## config.mk

```make
export PLATFORM = sky130hd
export DESIGN_NAME = uio_bus_arbiter
export DESIGN_NICKNAME = d
export VERILOG_FILES = /design/src/rtl/uio_arb_pkg.sv /design/src/rtl/rr_pick.sv /design/src/rtl/uio_bus_arbiter.sv
export SDC_FILE = /design/constraint.sdc
export NUM_CORES = 1
export LEC_CHECK = 0
export BUFFER_PORTS_ARGS = -buffer_cell sky130_fd_sc_hd__buf_2
export CAP_MARGIN = 5
export CORE_MARGIN = 2
export CORE_UTILIZATION = 47
export DETAILED_ROUTE_END_ITERATION = 8
export GPL_TIMING_DRIVEN = 1
export PLACE_DENSITY = 0.83
export REMOVE_ABC_BUFFERS = 1
export SLEW_MARGIN = 20
export SYNTH_ARGS = -nofsm -noshare
export SYNTH_HDL_FRONTEND = slang
export SYNTH_SLANG_ARGS = --single-unit
export TNS_END_PERCENT = 20
```

## constraint.sdc

```tcl
create_clock -name clk -period 4.1 [get_ports clk]
set_input_delay 0.41 -clock clk [delete_from_list [all_inputs] [get_ports clk]]
set_output_delay 0.41 -clock clk [all_outputs]
set_load 0.01 [all_outputs]
```

## src/rtl/uio_arb_pkg.sv

```systemverilog
// Shared types and constants for the uio pin-bank arbiter.
package uio_arb_pkg;

    typedef enum logic [1:0] {
        IDLE  = 2'd0,
        TURN  = 2'd1,
        BURST = 2'd2
    } arb_state_e;

    localparam logic [7:0] OE_ON    = 8'hFF;
    localparam logic [7:0] OE_OFF   = 8'h00;
    localparam int         MAX_NREQ = 4;

    // Bits needed to hold the values 0..n-1, never less than one.
    function automatic int width_for(input int n);
        int w;
        w = 1;
        while ((1 << w) < n) begin
            w++;
        end
        return w;
    endfunction

    // Width of a requester index.
    function automatic int id_width(input int nreq);
        return width_for(nreq);
    endfunction

endpackage

```

## src/rtl/rr_pick.sv

```systemverilog
// Combinational round-robin picker: the search starts one past the pointer.
module rr_pick
    import uio_arb_pkg::*;
#(
    parameter int NREQ = 2,
    parameter int IDW  = id_width(NREQ)
) (
    input  logic [NREQ-1:0] req,
    input  logic [IDW-1:0]  ptr,
    output logic [NREQ-1:0] win_oh,
    output logic [IDW-1:0]  win_id,
    output logic            win_valid
);

    logic           found;
    logic [IDW-1:0] idx;

    // Walk the requesters in rotated order and keep the first one that is high.
    always_comb begin
        // NOTE: every output of a combinational block gets a default first so no latch is inferred.
        win_oh    = '0;
        win_id    = '0;
        found     = 1'b0;
        idx       = '0;
        for (int k = 1; k <= NREQ; k++) begin
            idx = IDW'((int'(ptr) + k) % NREQ);
            if (!found && req[idx]) begin
                found       = 1'b1;
                win_id      = idx;
                win_oh[idx] = 1'b1;
            end
        end
        win_valid = found;
    end

endmodule

```

## src/rtl/uio_bus_arbiter.sv

```systemverilog
// Round-robin owner of the 8-bit uio pin bank: grant, turnaround gap, then a
// length-tagged burst driven straight from the granted requester's data.
module uio_bus_arbiter
    import uio_arb_pkg::*;
#(
    parameter int NREQ = 2,
    parameter int LENW = 4,
    parameter int GAP  = 1
) (
    input  logic                 clk,
    input  logic                 rst,
    input  logic [NREQ-1:0]      req,
    input  logic [NREQ*LENW-1:0] len,
    input  logic [NREQ*8-1:0]    wdata,
    output logic [NREQ-1:0]      gnt,
    output logic [NREQ-1:0]      beat_ack,
    output logic [NREQ-1:0]      done,
    output logic                 busy,
    output logic [7:0]           uio_out,
    output logic [7:0]           uio_oe
);

    localparam int IDW = id_width(NREQ);
    localparam int GW  = width_for(GAP);

    arb_state_e      state_q, state_d;
    logic [IDW-1:0]  id_q, id_d;
    logic [IDW-1:0]  ptr_q, ptr_d;
    logic [LENW-1:0] beat_q, beat_d;
    logic [GW-1:0]   gap_q, gap_d;
    logic [NREQ-1:0] gnt_q, gnt_d;

    logic [NREQ-1:0] pick_oh;
    logic [IDW-1:0]  pick_id;
    logic            pick_valid;

    logic [7:0]      wdata_arr [NREQ];
    logic [LENW-1:0] len_arr   [NREQ];

    for (genvar g = 0; g < NREQ; g++) begin : g_unpack
        assign wdata_arr[g] = wdata[g*8 +: 8];
        assign len_arr[g]   = len[g*LENW +: LENW];
    end

    rr_pick #(
        .NREQ (NREQ),
        .IDW  (IDW)
    ) u_pick (
        .req       (req),
        .ptr       (ptr_q),
        .win_oh    (pick_oh),
        .win_id    (pick_id),
        .win_valid (pick_valid)
    );

    // State register: FSM, counters, granted index, pointer and grant.
    always_ff @(posedge clk) begin
        if (rst) begin
            // NOTE: sequential state uses non-blocking assignments so every register samples pre-edge values.
            state_q <= IDLE;
            id_q    <= '0;
            ptr_q   <= IDW'(NREQ - 1);
            beat_q  <= '0;
            gap_q   <= '0;
            gnt_q   <= '0;
        end else begin
            state_q <= state_d;
            id_q    <= id_d;
            ptr_q   <= ptr_d;
            beat_q  <= beat_d;
            gap_q   <= gap_d;
            gnt_q   <= gnt_d;
        end
    end

    // Next-state logic and pin/handshake outputs; an absent req[id] aborts the burst.
    always_comb begin
        state_d  = state_q;
        id_d     = id_q;
        ptr_d    = ptr_q;
        beat_d   = beat_q;
        gap_d    = gap_q;
        gnt_d    = gnt_q;
        beat_ack = '0;
        done     = '0;
        uio_oe   = OE_OFF;
        uio_out  = 8'h00;

        unique case (state_q)
            IDLE: begin
                gnt_d = '0;
                if (pick_valid) begin
                    id_d    = pick_id;
                    ptr_d   = pick_id;
                    beat_d  = len_arr[pick_id];
                    gap_d   = GW'(GAP - 1);
                    gnt_d   = pick_oh;
                    state_d = TURN;
                end
            end
            TURN: begin
                if (!req[id_q]) begin
                    done[id_q] = 1'b1;
                    gnt_d      = '0;
                    state_d    = IDLE;
                end else if (gap_q == '0) begin
                    state_d = BURST;
                end else begin
                    gap_d = gap_q - GW'(1);
                end
            end
            BURST: begin
                if (!req[id_q]) begin
                    done[id_q] = 1'b1;
                    gnt_d      = '0;
                    state_d    = IDLE;
                end else begin
                    uio_oe         = OE_ON;
                    uio_out        = wdata_arr[id_q];
                    beat_ack[id_q] = 1'b1;
                    if (beat_q == '0) begin
                        done[id_q] = 1'b1;
                        gnt_d      = '0;
                        state_d    = IDLE;
                    end else begin
                        beat_d = beat_q - LENW'(1);
                    end
                end
            end
            default: begin
                gnt_d   = '0;
                state_d = IDLE;
            end
        endcase
    end

    assign gnt  = gnt_q;
    assign busy = (state_q != IDLE);

endmodule

```

Word level (Yosys, flattened, before mapping)
Cells that the tools add are included.
{ "totals": {"elab_cells": 96, "register_bits": 11} }
{ "op_classes": {"n_reduce_logical": 15, "order_cmp": 8, "n_mux": 51, "eq_ne": 9, "bitwise_logic": 3, "addsub": 4} }
{ "op_table": {"columns": ["operator", "n"], "rows": [
  ["$mux W8", 7],
  ["$mux W2", 14],
  ["$mux W4", 6],
  ["$mux W1", 16],
  ["$pmux W2 S3", 2],
  ["$ne A2 B2 Y1 const B", 5],
  ["$pmux W4 S2", 1],
  ["$lt A1 B2 Y1 const B", 3],
  ["$ne A3 B3 Y1 const B", 2],
  ["$reduce_and A3 Y1", 2],
  ["$reduce_bool A2 Y1", 3],
  ["$ge A2 B2 Y1 const B", 2],
  ["$logic_and A1 B1 Y1", 4],
  ["$logic_not A4 Y1", 1],
  ["$not A1 Y2", 2],
  ["$pmux W2 S2", 1],
  ["$reduce_and A2 Y1", 2],
  ["$reduce_and A4 Y1", 1],
  ["$sub A4 B1 Y4 const B", 1],
  ["$demux W1 S1", 3],
  ["$ge A1 B1 Y1 const B", 3],
  ["$add A1 B1 Y1 const B", 2],
  ["$eq A2 B1 Y1 const B", 1],
  ["$eq A2 B2 Y1 const B", 1],
  ["other kinds (5)", 5]
]} }

Longest topological paths before layout
Gate-level depths: netlist of run 1.
{ "logic_depth": {"ltp_word": 13, "mapped_depth": 6, "mapped_depth_nobuf": 6} }

Hierarchy
From an unflattened synthesis of run 1, not the netlist that was laid out.
{ "hier_totals": {"hier_cells": 118, "hier_area_um2": 897.1} }
{ "by_module_without_submodules": {"columns": ["module", "n_inst", "cells_per_inst", "area_per_inst_um2"], "rows": [
  ["uio_bus_arbiter", 1, 113, 864.6],
  ["rr_pick", 1, 5, 32.5]
]} }

Least setup slack after synthesis of run 1
OpenSTA, ideal clock, no wires.
{ "synth_path": {"kind": "input -> output", "start": "in req[1]", "end": "out uio_oe[1]", "arrival_ns": 1.354, "path_slack_ns": 2.336, "cell_stages": 5, "path_buffers": 2, "path_cell_list": "buf_6 > mux2_4 > nand2_1 > inv_1 > buf_4"} }
{ "synth_via": {"elab_chain_len": 4} }
{ "synth_lines": {"columns": ["item", "line", "rtl"], "rows": [
  ["from (decl)", "uio_bus_arbiter.sv:12", "input logic [NREQ-1:0] req,"],
  ["$mux W1 (not written as such) (2 in series)", "uio_bus_arbiter.sv:113", "if (!req[id_q]) begin"],
  ["$mux W8", "uio_bus_arbiter.sv:113", null],
  ["$mux W8", "uio_bus_arbiter.sv:89", "unique case (state_q)"],
  ["to (decl)", "uio_bus_arbiter.sv:20", "output logic [7:0] uio_oe"]
]} }
No other way between the ends. The select of a mux whose other input is x is not followed.

Final worst setup path of run 1
{ "layout_path": {"start": "reg id_q", "end": "out uio_oe[3]"} }
{ "layout_via": {"elab_chain_len": 4} }
{ "layout_lines": {"columns": ["item", "line", "rtl"], "rows": [
  ["from (decl)", "uio_bus_arbiter.sv:27", "logic [IDW-1:0] id_q, id_d;"],
  ["from (signal assigned)", "uio_bus_arbiter.sv:68", "id_q <= id_d;"],
  ["$mux W1 (not written as such) (2 in series)", "uio_bus_arbiter.sv:113", null],
  ["$mux W8", "uio_bus_arbiter.sv:113", null],
  ["$mux W8", "uio_bus_arbiter.sv:89", null]
]} }
No other way between the ends. The select of a mux whose other input is x is not followed.

==> results.toml, run 1 <==
[worst_setup_path]
r2r_cells = 4
worstPathArrival_ps = 2060
cp_max_fo = 15
startpoint_type = "flip-flop"
critPathTopFamily = "flip-flops"
crit_path_top_delay_cell = "dfxtp_1"
rr_endpoint = "beat_q[2]"
r2r-start = "id_q"
crit_path_end = "uio_oe[3]"
cp.depth = 4
worst_path_largest_cell_delay_ps = 780
rrSetupSlack_ps = 2210
crit_chain = "mux2_4, nand2_1, inv_1, buf_2"
critPathKind = "reg2out"
worstSetupEndpointType = "output port"
crit_start = "id_q"
worst-path-buf-inv = 2
worstPathRequired_ps = 3690

[final_layout]
fin_cells = 182
fillers = 190
layout-drive-gt1-share_pct = 41.9
syn_to_final_growth_pct = 21.5
diodes = 0
layout.nets = 189

[pwr]
ir_drop_v = 0.000181
seq_power_share_pct = 37.8
power.leakage_uw = 0.000595
power.internal_uw = 208
p_clk_share_pct = 21.5
p_sw_share_pct = 36.8
power.density_mw_per_mm2 = 282
combinationalPowerShare_pct = 40.7
p_switching_uw = 121

[clocking]
cts_hold_buf = 0
clock-root-buffer = "clkbuf_4"
cts_num_sinks = 10
cts.repair.resized = 0
cts_made_buffers = 3
post_cts_buffers = 0
clk_latency_ps = 270
cts.reportedPaths.clkPinSlew_ps = 70
htree_num_levels = 1
cts_tree = "built"
clockBufferDepth = 2

[placed_design]
dp_hpwl_mm = 1.90
dp.cells = 179
place_congestion = 0.891
port_buffers = 50
pre_cts_ws_ps = 1930

[drt]
vias = 963
antenna_left = 0
finalWirelength_mm = 2.43
drt-initial-drc-count = 31
post_drt_via_cell_ratio = 5.29
drc = 0
drt_pass1_iterations = 4
wl_per_cell_um = 13.4

[die]
die-area_mm2 = 0.00242
initial_core_util_pct = 49.5
die_w_um = 49.2
io-pin-count = 51
core.rowCount = 16
die_y_um = 49.2
coreArea_mm2 = 0.00194

[timing]
skew_ps = 1.54
finalWorstSetupSlack_ps = 1630
period_share_pct = 60.3
rsz0062_at_grt = "false"
maxSlewViolCount = 0
finalSetupViolCount = 0
maxSlewHeadroom_pct = 52.6
clock.fmax_mhz = 405
hold_violations = 0
tightest_slew_ps = 710
fin_setup_tns_ps = 0
period_needed_ps = 2470

[synthesis]
avgSynthCellArea_um2 = 8.43
ys_seq_elements = 10
synth.distinct_cells = 39
synth-seq-area-share_pct = 20.8
synth_ff_type = "dfxtp_1"
synth_edf_count = 0
yosysWarningCount = 0
async_flop_share_pct = 0
syn_inst = 114
syn_area_um2 = 961

[global_route]
antenna_found_initial = 0
grt_usage_pct = 20.4
gr-total-overflow = 0
grt_max_degree = 16
first_global_vias = 965
grt_pass1_wl_mm = 3.96

[worst_hold_path]
hold_path_class = "in2reg"
min_path_cells = 2

[run_status]
outcome = "completed"

[job]
maxCapViolations = 0
flip-flops by register name, indices dropped and copies added (netlist names):
register / count
ptr_q: 1
state_q: 2
gnt: 2
beat_q: 4
id_q: 1
cells in the mapped netlist, drive strengths merged, types with 2 or more instances:
master	instances	share of area, %
buf	10	8.6
nand3	3	1.6
dfxtp	10	21
ha	4	5.2
a21oi	7	3.6
or2	2	1.3
nor3b	4	4.8
inv	10	3.9
o21ai	8	4.2
nand2	5	2.0
clkbuf	2	1.8
mux2	3	3.9
or3	2	1.3
nor3	2	1.0
and3	3	2.0
nand2b	2	1.3
mux2i	11	11
nor2	10	3.9
o211ai	2	1.6
logic make-up after synthesis:
group	count (synthesis)	share of synthesized area, %
mux	14	15.4
compound gates	28	22.7
buf+inv	22	14.3
fa+ha+maj	4	5.21
flops	10	20.8
xor+xnor	1	0.912
simple gates	35	20.7
worst min path at each step:
| stage | startpoint | slack, ps | endpoint |
|---|---|---|---|
| floorplan | beat_q[0] | 460 | beat_q[0] |
| global placement | gnt[0] | 480 | gnt[0] |
| detailed placement | gnt[0] | 480 | gnt[0] |
| CTS | gnt[0] | 490 | gnt[0] |
| finish | rst | 480 | state_q[0] |
| global route | rst | 500 | state_q[0] |
metal layers:
metal | global-route usage [%] | up-vias | part of all wire, %
met2 | 37.4 | 20 | 54
li1 | - | 480 | -
met5 | 0 | - | 0
met3 | 2.15 | 4 | 3.2
met1 | 23.6 | 459 | 42
met4 | 8.57 | 0 | 0.86
cells in the final DEF, fill, tap and decap left out, types with 3 or more instances in the layout:
cell type  count
ha_1           4
buf_2         50
and3_1         3
nand3_1        3
a21oi_1        7
mux2i_1       11
dfxtp_1       10
clkbuf_4       3
nor2_1        10
o21ai_0        6
nand2_1        5
inv_1         10
stage by stage:
stage          hold slack [ps]  power (µW)  instance area, µm²  utilization [%]
3_5_place_dp               476         260                1140             59.0
4_1_cts                    490         328                1170             60.1
3_3_place_gp               478         253                1140             59.0
5_1_grt                    498         352                1170             60.1
2_1_floorplan              457         217                 861                -
6_report                   484         329                1170             60.1
area by class of cell:
class	instances	area, µm²	share of cell area (%)
clock buffers	3	22.5	1.93
inverters	10	37.5	3.22
multi-input cells	82	623	53.4
flip-flops and latches	10	200	17.1
well taps	27	33.8	2.89
repair buffers	50	250	21.4
power by group through the flow:
stage | clock [µW] | combinational [µW] | sequential, µW
after global placement | 0 | 128 | 126
after floorplan | 0 | 92.4 | 124
after global routing | 76.5 | 149 | 126
after CTS | 69.8 | 134 | 124
after detailed placement | 0 | 133 | 127
final | 70.7 | 134 | 125
worst reg2reg max path: stages, from the launching register on:
cell	delay (ps)
dfxtp_1	780
mux2_4	400
o221ai_2	280
nor2_1	150
a211oi_2	200
No activity file was read; power rests on OpenSTA's default activity.
==> run 2, diff against run 1 <==
--- a/config.mk
+++ b/config.mk
@@ -8,10 +8,10 @@
 export BUFFER_PORTS_ARGS = -buffer_cell sky130_fd_sc_hd__buf_2
 export CAP_MARGIN = 5
 export CORE_MARGIN = 2
-export CORE_UTILIZATION = 47
+export CORE_UTILIZATION = 44
 export DETAILED_ROUTE_END_ITERATION = 8
 export GPL_TIMING_DRIVEN = 1
-export PLACE_DENSITY = 0.83
+export PLACE_DENSITY = 0.79
 export REMOVE_ABC_BUFFERS = 1
 export SLEW_MARGIN = 20
 export SYNTH_ARGS = -nofsm -noshare
==> constraint.sdc (replaced) <==
create_clock -name clk -period 2.45 [get_ports clk]
set_input_delay 0.245 -clock clk [delete_from_list [all_inputs] [get_ports clk]]
set_output_delay 0.245 -clock clk [all_outputs]
set_load 0.01 [all_outputs]
==> results.toml, run 2 (synthesis gave the netlist of run 1 again) <==
[final_layout]
syn_to_final_growth_pct = 23.7
diodes = 0
fin_area_mm2 = 0.00119
layout.nets = 190
final_common_cell = "buf_2"
fillers = 192
layout-drive-gt1-share_pct = 42.7
layout_common_cells = "buf_2 (50), mux2i_1 (11), inv_1 (10), nor2_1 (10), dfxtp_1 (10)"
largest_register = "beat_q"
largest_reg_flops = 4

[placed_design]
dpl_cell_area_mm2 = 0.00115
dp_hpwl_mm = 1.91
port_buffers = 50
place_congestion = 0.869

[worst_setup_path]
r2r_cells = 5
critPathKind = "reg2out"
critPathMostFrequentCell = "inv_1"
worst-path-buf-inv = 3
worst_path_largest_cell_delay_ps = 440
crit_chain = "inv_1, ha_1, nand2_1, inv_1, buf_2"
worstPathRequired_ps = 2200
startpoint_type = "flip-flop"
cp_max_fo = 14
cp.depth = 5
worstPathArrival_ps = 1860
crit_start = "state_q[0]"
critPathTopFamily = "buffers and inverters"
r2r-start = "state_q[0]"
worstSetupEndpointType = "output port"
crit_path_top_delay_cell = "ha_1"

[die]
io-pin-count = 51
die_y_um = 50.7
die_w_um = 50.7
initial_core_util_pct = 48.0
die-area_mm2 = 0.00257
coreArea_mm2 = 0.00200
core.rowCount = 16

[drt]
vias = 987
antenna_left = 0
finalWirelength_mm = 2.34
drt_pass1_iterations = 5
drc = 0
drt-initial-drc-count = 14
post_drt_via_cell_ratio = 5.36
wl_per_cell_um = 12.7

[global_route]
met2_usage_pct = 34.6
grt_usage_pct = 19.4
antenna_found_initial = 0
use_met3_pct = 4.17
gr-total-overflow = 0
grt_max_degree = 15
grt_pass1_wl_mm = 3.80
use_met1_pct = 21.2
first_global_vias = 930
busiest_layer = "met2"

[clocking]
post_cts_buffers = 0
cts_num_sinks = 10
clock-root-buffer = "clkbuf_4"
cts.repair.resized = 0
cts_hold_buf = 0
cts.reportedPaths.clkPinSlew_ps = 80
cts_made_buffers = 3
htree_num_levels = 1
cts_tree = "built"
clockBufferDepth = 2
clk_latency_ps = 280

[timing]
maxSlewHeadroom_pct = 70.2
fin_setup_tns_ps = 0
tightest_slew_ps = 445
finalSetupViolCount = 0
period_share_pct = 85.8
maxSlewViolCount = 0
period_needed_ps = 2100
hold_violations = 0
clock.fmax_mhz = 476
rsz0062_at_grt = "false"
skew_ps = 8.99

[pwr]
ir_drop_v = 0.000240
power.density_mw_per_mm2 = 495
power.leakage_uw = 0.000608

[worst_hold_path]
hold_path_class = "in2reg"
hp-start = "rst"
min_path_cells = 2

[run_status]
outcome = "completed"

[job]
maxCapViolations = 0
[run 2: cell count changes in the layout (fill, tap and decap cells not counted), sizes merged]
| cell | before | now |
|---|---|---|
| clkbuf | 3 | 4 |
| buf | 50 | 51 |
[run 2: final cells by class]
class | count | area (µm²) | area share [%]
clock buffers | 4 | 36.3 | 3.05
inverters | 10 | 37.5 | 3.16
multi-input cells | 82 | 623 | 52.4
flip-flops and latches | 10 | 200 | 16.8
well taps | 27 | 33.8 | 2.84
repair buffers | 51 | 258 | 21.7
[run 2: where the power goes]
part / total [µW] / internal, µW / leakage [µW] / switching, µW
logic: 228 / 111 / 0.000504 / 117
clock network: 157 / 90.4 / 0.0000210 / 66.3
registers: 204 / 182 / 0.0000826 / 21.8
total: 588 / 383 / 0.000608 / 205
[run 2: per-layer routing]
metal	wire (µm)	vias up
li1	-	489
met4	53	0
met2	1210	36
met1	946	456
met5	0	-
met3	130	6
[run 2: final timing paths]
kind | to | slack (ps)
worst max-delay path | uio_oe[1] | 350
worst min-delay path | state_q[0] | 310
worst max register to register | state_q[0] | 590
worst min register to register | gnt[1] | 470
[run 2: stage by stage]
stage | instances | power [µW] | hold slack, ps | util, % | setup slack [ps]
global placement | 180 | 427 | 460 | 57.6 | 690
global route | 184 | 622 | 309 | 59.4 | 168
detailed placement | 180 | 434 | 465 | 57.6 | 626
floorplan | 102 | 362 | 310 | - | 577
finish | 184 | 588 | 307 | 59.4 | 347
CTS | 184 | 591 | 306 | 59.4 | 341
